### config.mk
export PLATFORM = sky130hd
export DESIGN_NAME = burst_rr_scheduler
export DESIGN_NICKNAME = d
export VERILOG_FILES = /design/src/rtl/burst_rr_scheduler.sv
export SDC_FILE = /design/constraint.sdc
export NUM_CORES = 1
export LEC_CHECK = 0
export BUFFER_PORTS_ARGS = -buffer_cell sky130_fd_sc_hd__buf_4
export CAP_MARGIN = 20
export CORE_AREA = 2 2 216 218
export CTS_BUF_LIST = sky130_fd_sc_hd__clkbuf_4
export DETAILED_ROUTE_END_ITERATION = 7
export DIE_AREA = 0 0 218 220
export PLACE_DENSITY_LB_ADDON = 0.3
export RECOVER_POWER = 50
export SETUP_SLACK_MARGIN = 0.15
export SYNTH_ARGS = -nofsm -noshare
export SYNTH_HDL_FRONTEND = slang
export SYNTH_SLANG_ARGS = --single-unit
### constraint.sdc
create_clock -name clk -period 6.2 [get_ports clk]
set_input_delay 0.62 -clock clk [delete_from_list [all_inputs] [get_ports clk]]
set_output_delay 0.62 -clock clk [all_outputs]
set_load 0.005 [all_outputs]
### src/rtl/burst_rr_scheduler.sv
// rtl/burst_rr_scheduler.sv - round-robin burst scheduler onto one word-serial valid/ready stream
// Captures a WORDS-word burst from the granted requester and emits it highest word first.
module burst_rr_scheduler #(
    parameter int N_REQ = 4,
    parameter int WORDS = 4,
    parameter int DW    = 32,
    localparam int SW   = (N_REQ > 1) ? $clog2(N_REQ) : 1
) (
    input  logic                      clk,
    input  logic                      reset,
    input  logic [N_REQ-1:0]          req,
    input  logic [N_REQ*WORDS*DW-1:0] req_data,
    output logic [N_REQ-1:0]          gnt,
    output logic                      out_valid,
    input  logic                      out_ready,
    output logic [DW-1:0]             out_data,
    output logic                      out_last,
    output logic [SW-1:0]             out_src,
    output logic                      busy
);
    localparam int IW = (WORDS > 1) ? $clog2(WORDS) : 1;

    typedef enum logic {IDLE, SEND} state_t;
    state_t state, state_next;

    logic [SW-1:0] ptr, win, cand, next_ptr;
    logic          found;
    logic          hs;
    logic [IW-1:0] idx;
    logic [DW-1:0] word_buf [WORDS];

    // Scan from ptr upward (wrapping) for the first pending requester.
    always_comb begin
        found = 1'b0;
        win   = '0;
        cand  = '0;
        for (int k = 0; k < N_REQ; k++) begin
            cand = SW'((int'(ptr) + k) % N_REQ);
            if (!found && req[cand]) begin
                found = 1'b1;
                win   = cand;
            end
        end
    end

    assign hs        = (state == SEND) && out_ready;
    assign out_valid = (state == SEND);
    assign busy      = (state == SEND);
    assign next_ptr  = (out_src == SW'(N_REQ - 1)) ? '0 : out_src + 1'b1;

    always_ff @(posedge clk) begin
        if (reset) state <= IDLE;
        else       state <= state_next;
    end

    always_comb begin
        state_next = state;
        case (state)
            IDLE: if (found) state_next = SEND;
            SEND: if (out_ready && idx == '0) state_next = IDLE;
            default: state_next = IDLE;
        endcase
    end

    always_ff @(posedge clk) begin
        if (state == IDLE && found) begin
            for (int w = 0; w < WORDS; w++)
                word_buf[w] <= req_data[(int'(win) * WORDS + w) * DW +: DW];
        end
    end

    // out_data/out_last are registered so they hold their value outside SEND.
    always_ff @(posedge clk) begin
        if (reset) begin
            ptr      <= '0;
            idx      <= '0;
            out_src  <= '0;
            gnt      <= '0;
            out_data <= '0;
            out_last <= 1'b0;
        end else begin
            gnt <= '0;
            if (state == IDLE && found) begin
                idx      <= IW'(WORDS - 1);
                out_src  <= win;
                gnt      <= N_REQ'(1) << win;
                out_data <= req_data[(int'(win) * WORDS + WORDS - 1) * DW +: DW];
                out_last <= (WORDS == 1);
            end else if (hs) begin
                if (idx != '0) begin
                    idx      <= idx - 1'b1;
                    out_data <= word_buf[idx - 1'b1];
                    out_last <= (idx == IW'(1));
                end else begin
                    ptr <= next_ptr;
                end
            end
        end
    end
endmodule

==> results of run 1 <==
## report_power, final
group          leakage (nW)  internal (mW)  switching [mW]
Clock                 0.176          0.322           0.444
Sequential             1.62           1.41          0.0602
Combinational          4.74          0.557           0.463
Total                  6.54           2.29           0.968
## final cells by class
| type | count | area (µm²) |
|---|---|---|
| diodes | 1 | 2.50 |
| flip-flops and latches | 172 | 4730 |
| well taps | 607 | 759 |
| inverters | 4 | 20.0 |
| clock buffers | 17 | 128 |
| repair buffers | 571 | 4200 |
| multi-input cells | 591 | 5750 |
| fillers | 4694 | 30100 |
| clock inverters | 15 | 195 |
## cell usage after synthesis (2+ instances only)
cell	number	area [µm²]
sky130_fd_sc_hd__edfxtp_1	128	3840
sky130_fd_sc_hd__nor3_1	8	40.0
sky130_fd_sc_hd__inv_1	3	11.3
sky130_fd_sc_hd__a21oi_1	8	40.0
sky130_fd_sc_hd__a31o_2	26	228
sky130_fd_sc_hd__mux2i_1	386	3860
sky130_fd_sc_hd__mux4_2	32	721
sky130_fd_sc_hd__buf_2	15	75.1
sky130_fd_sc_hd__ha_1	3	37.5
sky130_fd_sc_hd__nor2_1	13	48.8
sky130_fd_sc_hd__buf_6	38	428
sky130_fd_sc_hd__buf_1	2	7.51
sky130_fd_sc_hd__nand2b_1	3	18.8
sky130_fd_sc_hd__buf_4	7	52.6
sky130_fd_sc_hd__dfxtp_1	44	881
sky130_fd_sc_hd__a221oi_2	11	165
sky130_fd_sc_hd__or3_1	6	37.5
sky130_fd_sc_hd__a221oi_1	21	184
sky130_fd_sc_hd__nor2b_1	3	18.8
sky130_fd_sc_hd__clkbuf_1	13	48.8
sky130_fd_sc_hd__nand2_1	57	214
## kinds of logic (layout without fill, tap and decap cells)
logic type,Yosys count,count (layout),synth area share
other cells,0,1,0
flops,172,172,0.426
buf+inv,79,607,0.0565
fa+ha+maj,3,3,0.00338
compound gates,69,69,0.0576
simple gates,100,100,0.0426
xor+xnor,1,1,0.000790
mux,418,418,0.413
## through the flow
step / instances / power (mW) / hold slack, ps / setup WS, ps
floorplan: 842 / 2.07 / 469 / 3040
detailed placement: 1945 / 2.54 / 485 / 2990
CTS: 1977 / 3.32 / 220 / 3230
global route: 1978 / 3.44 / 226 / 1710
finish: 1978 / 3.25 / 319 / 2090
global placement: 1944 / 2.53 / 479 / 3020
## worst max-delay path: stages, from the launching register on
cell and delay, ps:
sky130_fd_sc_hd__dfxtp_1 410, sky130_fd_sc_hd__nand2b_1 130, sky130_fd_sc_hd__nor2b_1 130, sky130_fd_sc_hd__o32a_2 160, sky130_fd_sc_hd__clkbuf_2 2020, sky130_fd_sc_hd__mux2i_1 570, sky130_fd_sc_hd__mux2i_1 400
## state kept, by name, indices dropped and copies added, names as in the netlist
| signal | flops |
|---|---|
| word_buf | 128 |
| out_last | 1 |
| idx | 2 |
| out_src | 2 |
| ptr | 2 |
| out_data | 32 |
| busy | 1 |
| gnt | 4 |
## metal layers
metal	vias up	wire (µm)	GRT usage	share of wire
li1	4330	-	-	-
met1	4365	16900	0.203	0.43
met2	336	20100	0.275	0.51
met3	26	2340	0.0367	0.059
met4	0	426	0.0356	0.011
met5	-	0	0	0
## worst paths after layout
| check | slack (ps) | cells past startpoint | start | end |
|---|---|---|---|---|
| setup reg to reg | 2090 | 6 | ptr[0]$_SDFFE_PP0P_ | word_buf[3][16]$_DFFE_PP_ |
| hold reg to reg | 500 | 2 | out_src[1]$_SDFFE_PP0P_ | out_src[1]$_SDFFE_PP0P_ |
| hold / removal | 320 | 3 | req[2] | busy$_SDFF_PP0_ |
| setup / recovery | 2090 | 6 | ptr[0]$_SDFFE_PP0P_ | word_buf[3][16]$_DFFE_PP_ |
==> parameters.txt, run 1 <==
Parameter                              Value

Layout
  Leading cell types in the layout, fill and taps excluded ... 524 x sky130_fd_sc_hd__buf_4, 386 x sky130_fd_sc_hd__mux2i_1, 128 x sky130_fd_sc_hd__edfxtp_1
  P&R area growth vs syn ... 42.3%
  Final Core Density ... 0.344
  Post-route cell area ... ~16000 µm²
  Layout net count ... about 1900
  Commonest non-fill, non-tap cell in the layout ... sky130_fd_sc_hd__buf_4
  Ratio of cells with drive above 1 in the final layout ... 0.472

Yosys
  Number of nets produced by synthesis ... between 1000 and 1500
  EDFF count, synth ... between 100 and 150
  Main synth FF type ... sky130_fd_sc_hd__edfxtp_1
  Flop and latch count out of synthesis ... approximately 170
  Syn avg cell area ... approximately 13 µm²
  FFs w/ async S/R, synth ... 0
  Synth Warn # ... 0
  Cell count after synthesis ... 842
  Netlist area before placement ... about 11000 µm²
  Number of distinct library cell variants in the gate-level netlist after synthesis ... 36
  Post-synthesis sequential area ratio ... 0.426

GRT
  Via count of the first global-routing pass ... roughly 9400
  Initial antenna violation count ... 1
  Largest net degree at the start of global routing ... approximately 110
  Final global-route overflow total ... 0
  Global-route total usage across every layer ... 0.160
  Wire length of the first global-routing pass ... ~57000 µm

Critical path
  Kind of critical path ... reg2reg
  Largest driver fanout on the critical path ... 91
  CP Data Arrival Time ... 4540 ps
  Startpoint kind of the worst setup timing path ... flop
  Data required time of the critical path ... around 6600 ps
  Kind of end point of the critical path ... flop

Timing
  Period utilization ... 0.662
  Final-report hold violation count ... 0
  Endpoints failing setup ... 0
  Highest clock frequency the design can meet ... roughly 0.24 GHz
  Unrepaired setup endpoints after global routing ... no
  Remaining max-slew budget at the tightest pin ... -1.04
  Min cycle time layout ... between 4000 and 5000 ps
  Slew at the pin with the worst max-slew slack ... 3060 ps
  Final TNS setup ... 0 ps
  Setup skew after layout ... approximately 26 ps
  Pins Over Slew Limit ... between 150 and 200

Outcome
  Outcome ... finished, violations left
  Violated checks ... max-capacitance violations, max-slew violations

CTS
  Clock-pin slew of the registers on the worst-case setup and hold paths ... 160 ps
  Total number of H-tree levels ... 4
  Root cell of the clock tree ... sky130_fd_sc_hd__clkbuf_4
  Setup bufs post-CTS ... 0
  Clock latency on the worst-skew pair ... 620 ps
  Max clock buf depth ... 2
  Clock tree from TritonCTS ... yes
  Number of clock sinks ... between 150 and 200
  Number of buffers created by CTS ... 17
  Hold bufs inserted after CTS ... 0
  Number of cells upsized or downsized after cts ... 0

Routing
  Count of TritonRoute iterations in the first routing pass ... 4
  Post-detailed-route count of antenna-violating nets ... 0
  Total length of routed wires ... approximately 40000 µm
  Number of vias per cell after detailed routing ... ~4.6
  Drc violations ... 0
  Via total after detailed routing ... about 9100
  Average wire per cell in the routed design ... 20.1 µm
  DRC marker count from the first detailed-route iteration ... roughly 280

Place
  Placed Instance Area ... ~16000 µm²
  Final HPWL DP ... a little under 30000 µm
  Last weighted congestion value of the routability-driven placer ... approximately 0.83
  Port buffer count ... roughly 560

Worst hold path
  Hold WC Path Type ... in2reg

Pwr
  Peak supply drop ... 0.000116 V
  Leakage ... between 6 and 7 nW
  Pwr per Cell Area ... between 200 and 250 nW/µm²

Die
  Cell Rows ... just under 80
  Number of primary I/O pins ... 560
  Area of the core ... about 46000 µm²
  Vertical die dimension ... between 200 and 250 µm
  Die Width ... 218 µm
  Starting Density ... 0.242
  Total Die Area ... about 48000 µm²

Run
  Count of maximum capacitance violations ... 3
Note: power is estimated with default switching activity, not from simulation.
==> inputs of run 2 (changes only) <==
- CORE_AREA: 2 2 216 218 -> 2 2 220 222
- DIE_AREA: 0 0 218 220 -> 0 0 222 224
- clock period: 6.2 -> 4.3 ns (I/O delays scaled with it)
==> run 2 against run 1 <==
Against the previous run:
- the run now ends clean
- worst hold slack got worse by 180 ps
- wire length increased by 4.5%
- clock-buffer cell count increased by 3
- critical path depth decreased by 3
- non-clock buffer count increased by 17
- critical path type unchanged
- largest power group unchanged
==> parameters.txt, run 2 (same netlist as run 1, synthesis figures left out) <==
Parameter                              Value

Timing
  Final TNS setup ... 0 ps (unchanged)
  Min cycle time layout ... 3210 ps (-895 ps)
  Pins Over Slew Limit ... 0 (-100%)
  Period utilization ... 0.747 (+0.0846)
  Slew at the pin with the worst max-slew slack ... 1420 ps (-1650 ps)
  Unrepaired setup endpoints after global routing ... no
  Setup skew after layout ... 24.3 ps (-1.21 ps)
  Endpoints failing setup ... 0 (unchanged)
  Highest clock frequency the design can meet ... 0.311 GHz (+28%)
  Remaining max-slew budget at the tightest pin ... 0.0560 (+1.10)
  Final-report hold violation count ... 0 (unchanged)

CTS
  Number of clock sinks ... 172 (unchanged)
  Total number of H-tree levels ... 4 (unchanged)
  Clock latency on the worst-skew pair ... 620 ps (about the same)
  Max clock buf depth ... 2 (unchanged)
  Setup bufs post-CTS ... 0 (unchanged)
  Clock-pin slew of the registers on the worst-case setup and hold paths ... 160 ps (about the same)
  Number of buffers created by CTS ... 17 (unchanged)
  Hold bufs inserted after CTS ... 0 (unchanged)
  Root cell of the clock tree ... sky130_fd_sc_hd__clkbuf_4
  Number of cells upsized or downsized after cts ... 0 (unchanged)
  Clock tree from TritonCTS ... yes

Outcome
  Outcome ... completed

Place
  Final HPWL DP ... 31500 µm (+7.0%)
  Port buffer count ... 559 (unchanged)
  Last weighted congestion value of the routability-driven placer ... 0.783 (-6.1%)

GRT
  Largest net degree at the start of global routing ... 78 (-28%)
  Global-route total usage across every layer ... 0.162 (+0.00235)
  Wire length of the first global-routing pass ... 60100 µm (+5.9%)
  Final global-route overflow total ... 0 (unchanged)
  Via count of the first global-routing pass ... 9796 (+4.1%)
  Initial antenna violation count ... 6 (+5)

Critical path
  Minimum setup slack among reg-to-reg paths ... 1090 ps (-1010 ps)
  Slowest cell delay on critical path ... 1100 ps (-920 ps)
  Kind of critical path ... reg2reg
  Crit-path leading delay family ... buffers and inverters
  Cell depth of the worst flop-to-flop path ... 3 (-3)
  Library cell contributing the largest single delay on the critical path ... sky130_fd_sc_hd__or2_0
  Startpoint kind of the worst setup timing path ... flop
  CP Data Arrival Time ... 3450 ps (-1090 ps)
  Worst reg2reg endpoint ... word_buf[1][23]$_DFFE_PP_
  Cells traversed along the worst timing path ... or2_0, inv_6, clkbuf_1
  Startpoint of the worst register-to-register path ... busy$_SDFF_PP0_
  Largest driver fanout on the critical path ... 77 (-15%)
  Kind of end point of the critical path ... flop
  Number of buffers and inverters on the critical path ... 2 (+1)
  Data required time of the critical path ... 4540 ps (-2090 ps)

Routing
  Via total after detailed routing ... 9114 (+0.63%)
  Number of vias per cell after detailed routing ... 4.54 (-0.78%)
  Total length of routed wires ... 41600 µm (+4.5%)
  Count of TritonRoute iterations in the first routing pass ... 5 (+1)
  Drc violations ... 0 (unchanged)
  Post-detailed-route count of antenna-violating nets ... 0 (unchanged)
  Average wire per cell in the routed design ... 20.7 µm (+3.1%)
  DRC marker count from the first detailed-route iteration ... 485 (+76%)

Die
  Die Width ... 222 µm (+1.8%)
  Number of primary I/O pins ... 560 (unchanged)
  Starting Density ... 0.234 (-0.00757)
  Area of the core ... 47300 µm² (+3.2%)
  Total Die Area ... 49700 µm² (+3.7%)
  Cell Rows ... 80 (+1.3%)
  Vertical die dimension ... 224 µm (+1.8%)

Layout
  Commonest non-fill, non-tap cell in the layout ... sky130_fd_sc_hd__buf_4
  Leading cell types in the layout, fill and taps excluded ... 537 x sky130_fd_sc_hd__buf_4, 386 x sky130_fd_sc_hd__mux2i_1, 128 x sky130_fd_sc_hd__edfxtp_1
  Registers with the highest flip-flop counts ... word_buf: 128 flops, out_data: 32 flops, gnt: 4 flops
  Number of flip-flops under the largest register name ... 128 (unchanged)
  Final Core Density ... 0.337 (-0.00733)
  Ratio of cells with drive above 1 in the final layout ... 0.472 (-0.000742)
  Layout net count ... 1896 (+0.90%)
  P&R area growth vs syn ... 43.8%
  Register containing the most flip-flops in the final layout ... word_buf

Pwr
  Peak supply drop ... 0.000139 V (+20%)
  Leakage ... 6.61 nW (+0.99%)
  Pwr per Cell Area ... 298 nW/µm² (+45%)

Worst hold path
  Hold WC Path Type ... in2reg
  Start point of the worst min-delay path ... req[2]
  Worst hold path stage count ... 3 (unchanged)
  Destination of the worst hold path ... busy$_SDFF_PP0_

Run
  Count of maximum capacitance violations ... 0 (-3)
==> run 2: changes by cell type in the layout (fill, tap and decap cells not counted), moves of 2 or more <==
cell	before	now
sky130_fd_sc_hd__clkinv_2	3	1
sky130_fd_sc_hd__inv_8	2	0
sky130_fd_sc_hd__buf_4	524	537
sky130_fd_sc_hd__buf_12	3	5
sky130_fd_sc_hd__clkbuf_4	28	25
sky130_fd_sc_hd__clkbuf_1	32	41
sky130_fd_sc_hd__diode_2	1	4
==> run 2: tightest hold or removal path, cell delays in order <==
cell and delay, ps:
sky130_fd_sc_hd__buf_4 90, sky130_fd_sc_hd__nor4_1 80, sky130_fd_sc_hd__a21oi_1 130
==> run 2: stage by stage <==
stage	hold WS (ps)	instance area (µm²)	total power, mW	setup WS, ps	instances
after floorplan	469	11100	2.99	1330	842
after global placement	481	15800	3.68	1440	1970
after detailed placement	500	15800	3.70	1360	1970
after CTS	42.6	16100	4.88	1560	2002
after global routing	84.0	15900	5.01	855	2005
final	144	15900	4.75	1090	2006
==> run 2: area by class of cell <==
| cell class | instances | area (µm²) |
|---|---|---|
| Clock inverter | 12 | 196 |
| Timing Repair Buffer | 588 | 4320 |
| Antenna cell | 4 | 10.0 |
| Tap cell | 615 | 769 |
| Sequential cell | 172 | 4730 |
| Clock buffer | 20 | 150 |
| Multi-Input combinational cell | 591 | 5750 |
| Inverter | 4 | 20.0 |
| Fill cell | 4759 | 31400 |
==> run 2: worst max path at each step <==
stage	end	start	slack (ps)	cells past startpoint
finish	word_buf[1][23]$_DFFE_PP_	busy$_SDFF_PP0_	1090	3
global route	word_buf[1][23]$_DFFE_PP_	busy$_SDFF_PP0_	860	3
CTS	out_data[18]$_SDFFE_PP0P_	ptr[0]$_SDFFE_PP0P_	1560	7
detailed placement	out_data[18]$_SDFFE_PP0P_	req[2]	1360	8
global placement	out_data[24]$_SDFFE_PP0P_	req[2]	1440	8
floorplan	out_data[24]$_SDFFE_PP0P_	req[3]	1330	7
==> run 2: power by group <==
group	switching [mW]	internal [mW]	leakage, nW
logic	0.687	0.792	4.80
registers	0.0883	2.03	1.62
clock network	0.618	0.538	0.183
total	1.39	3.36	6.61
==> run 2: metal layers <==
metal | GRT usage | share of wire | up-vias | routed length, µm
met5 | 0 | 0.00022 | - | 9
met4 | 0.0268 | 0.0053 | 2 | 222
met3 | 0.0420 | 0.056 | 14 | 2350
met2 | 0.289 | 0.51 | 325 | 21100
met1 | 0.199 | 0.43 | 4418 | 17900
li1 | - | - | 4355 | -
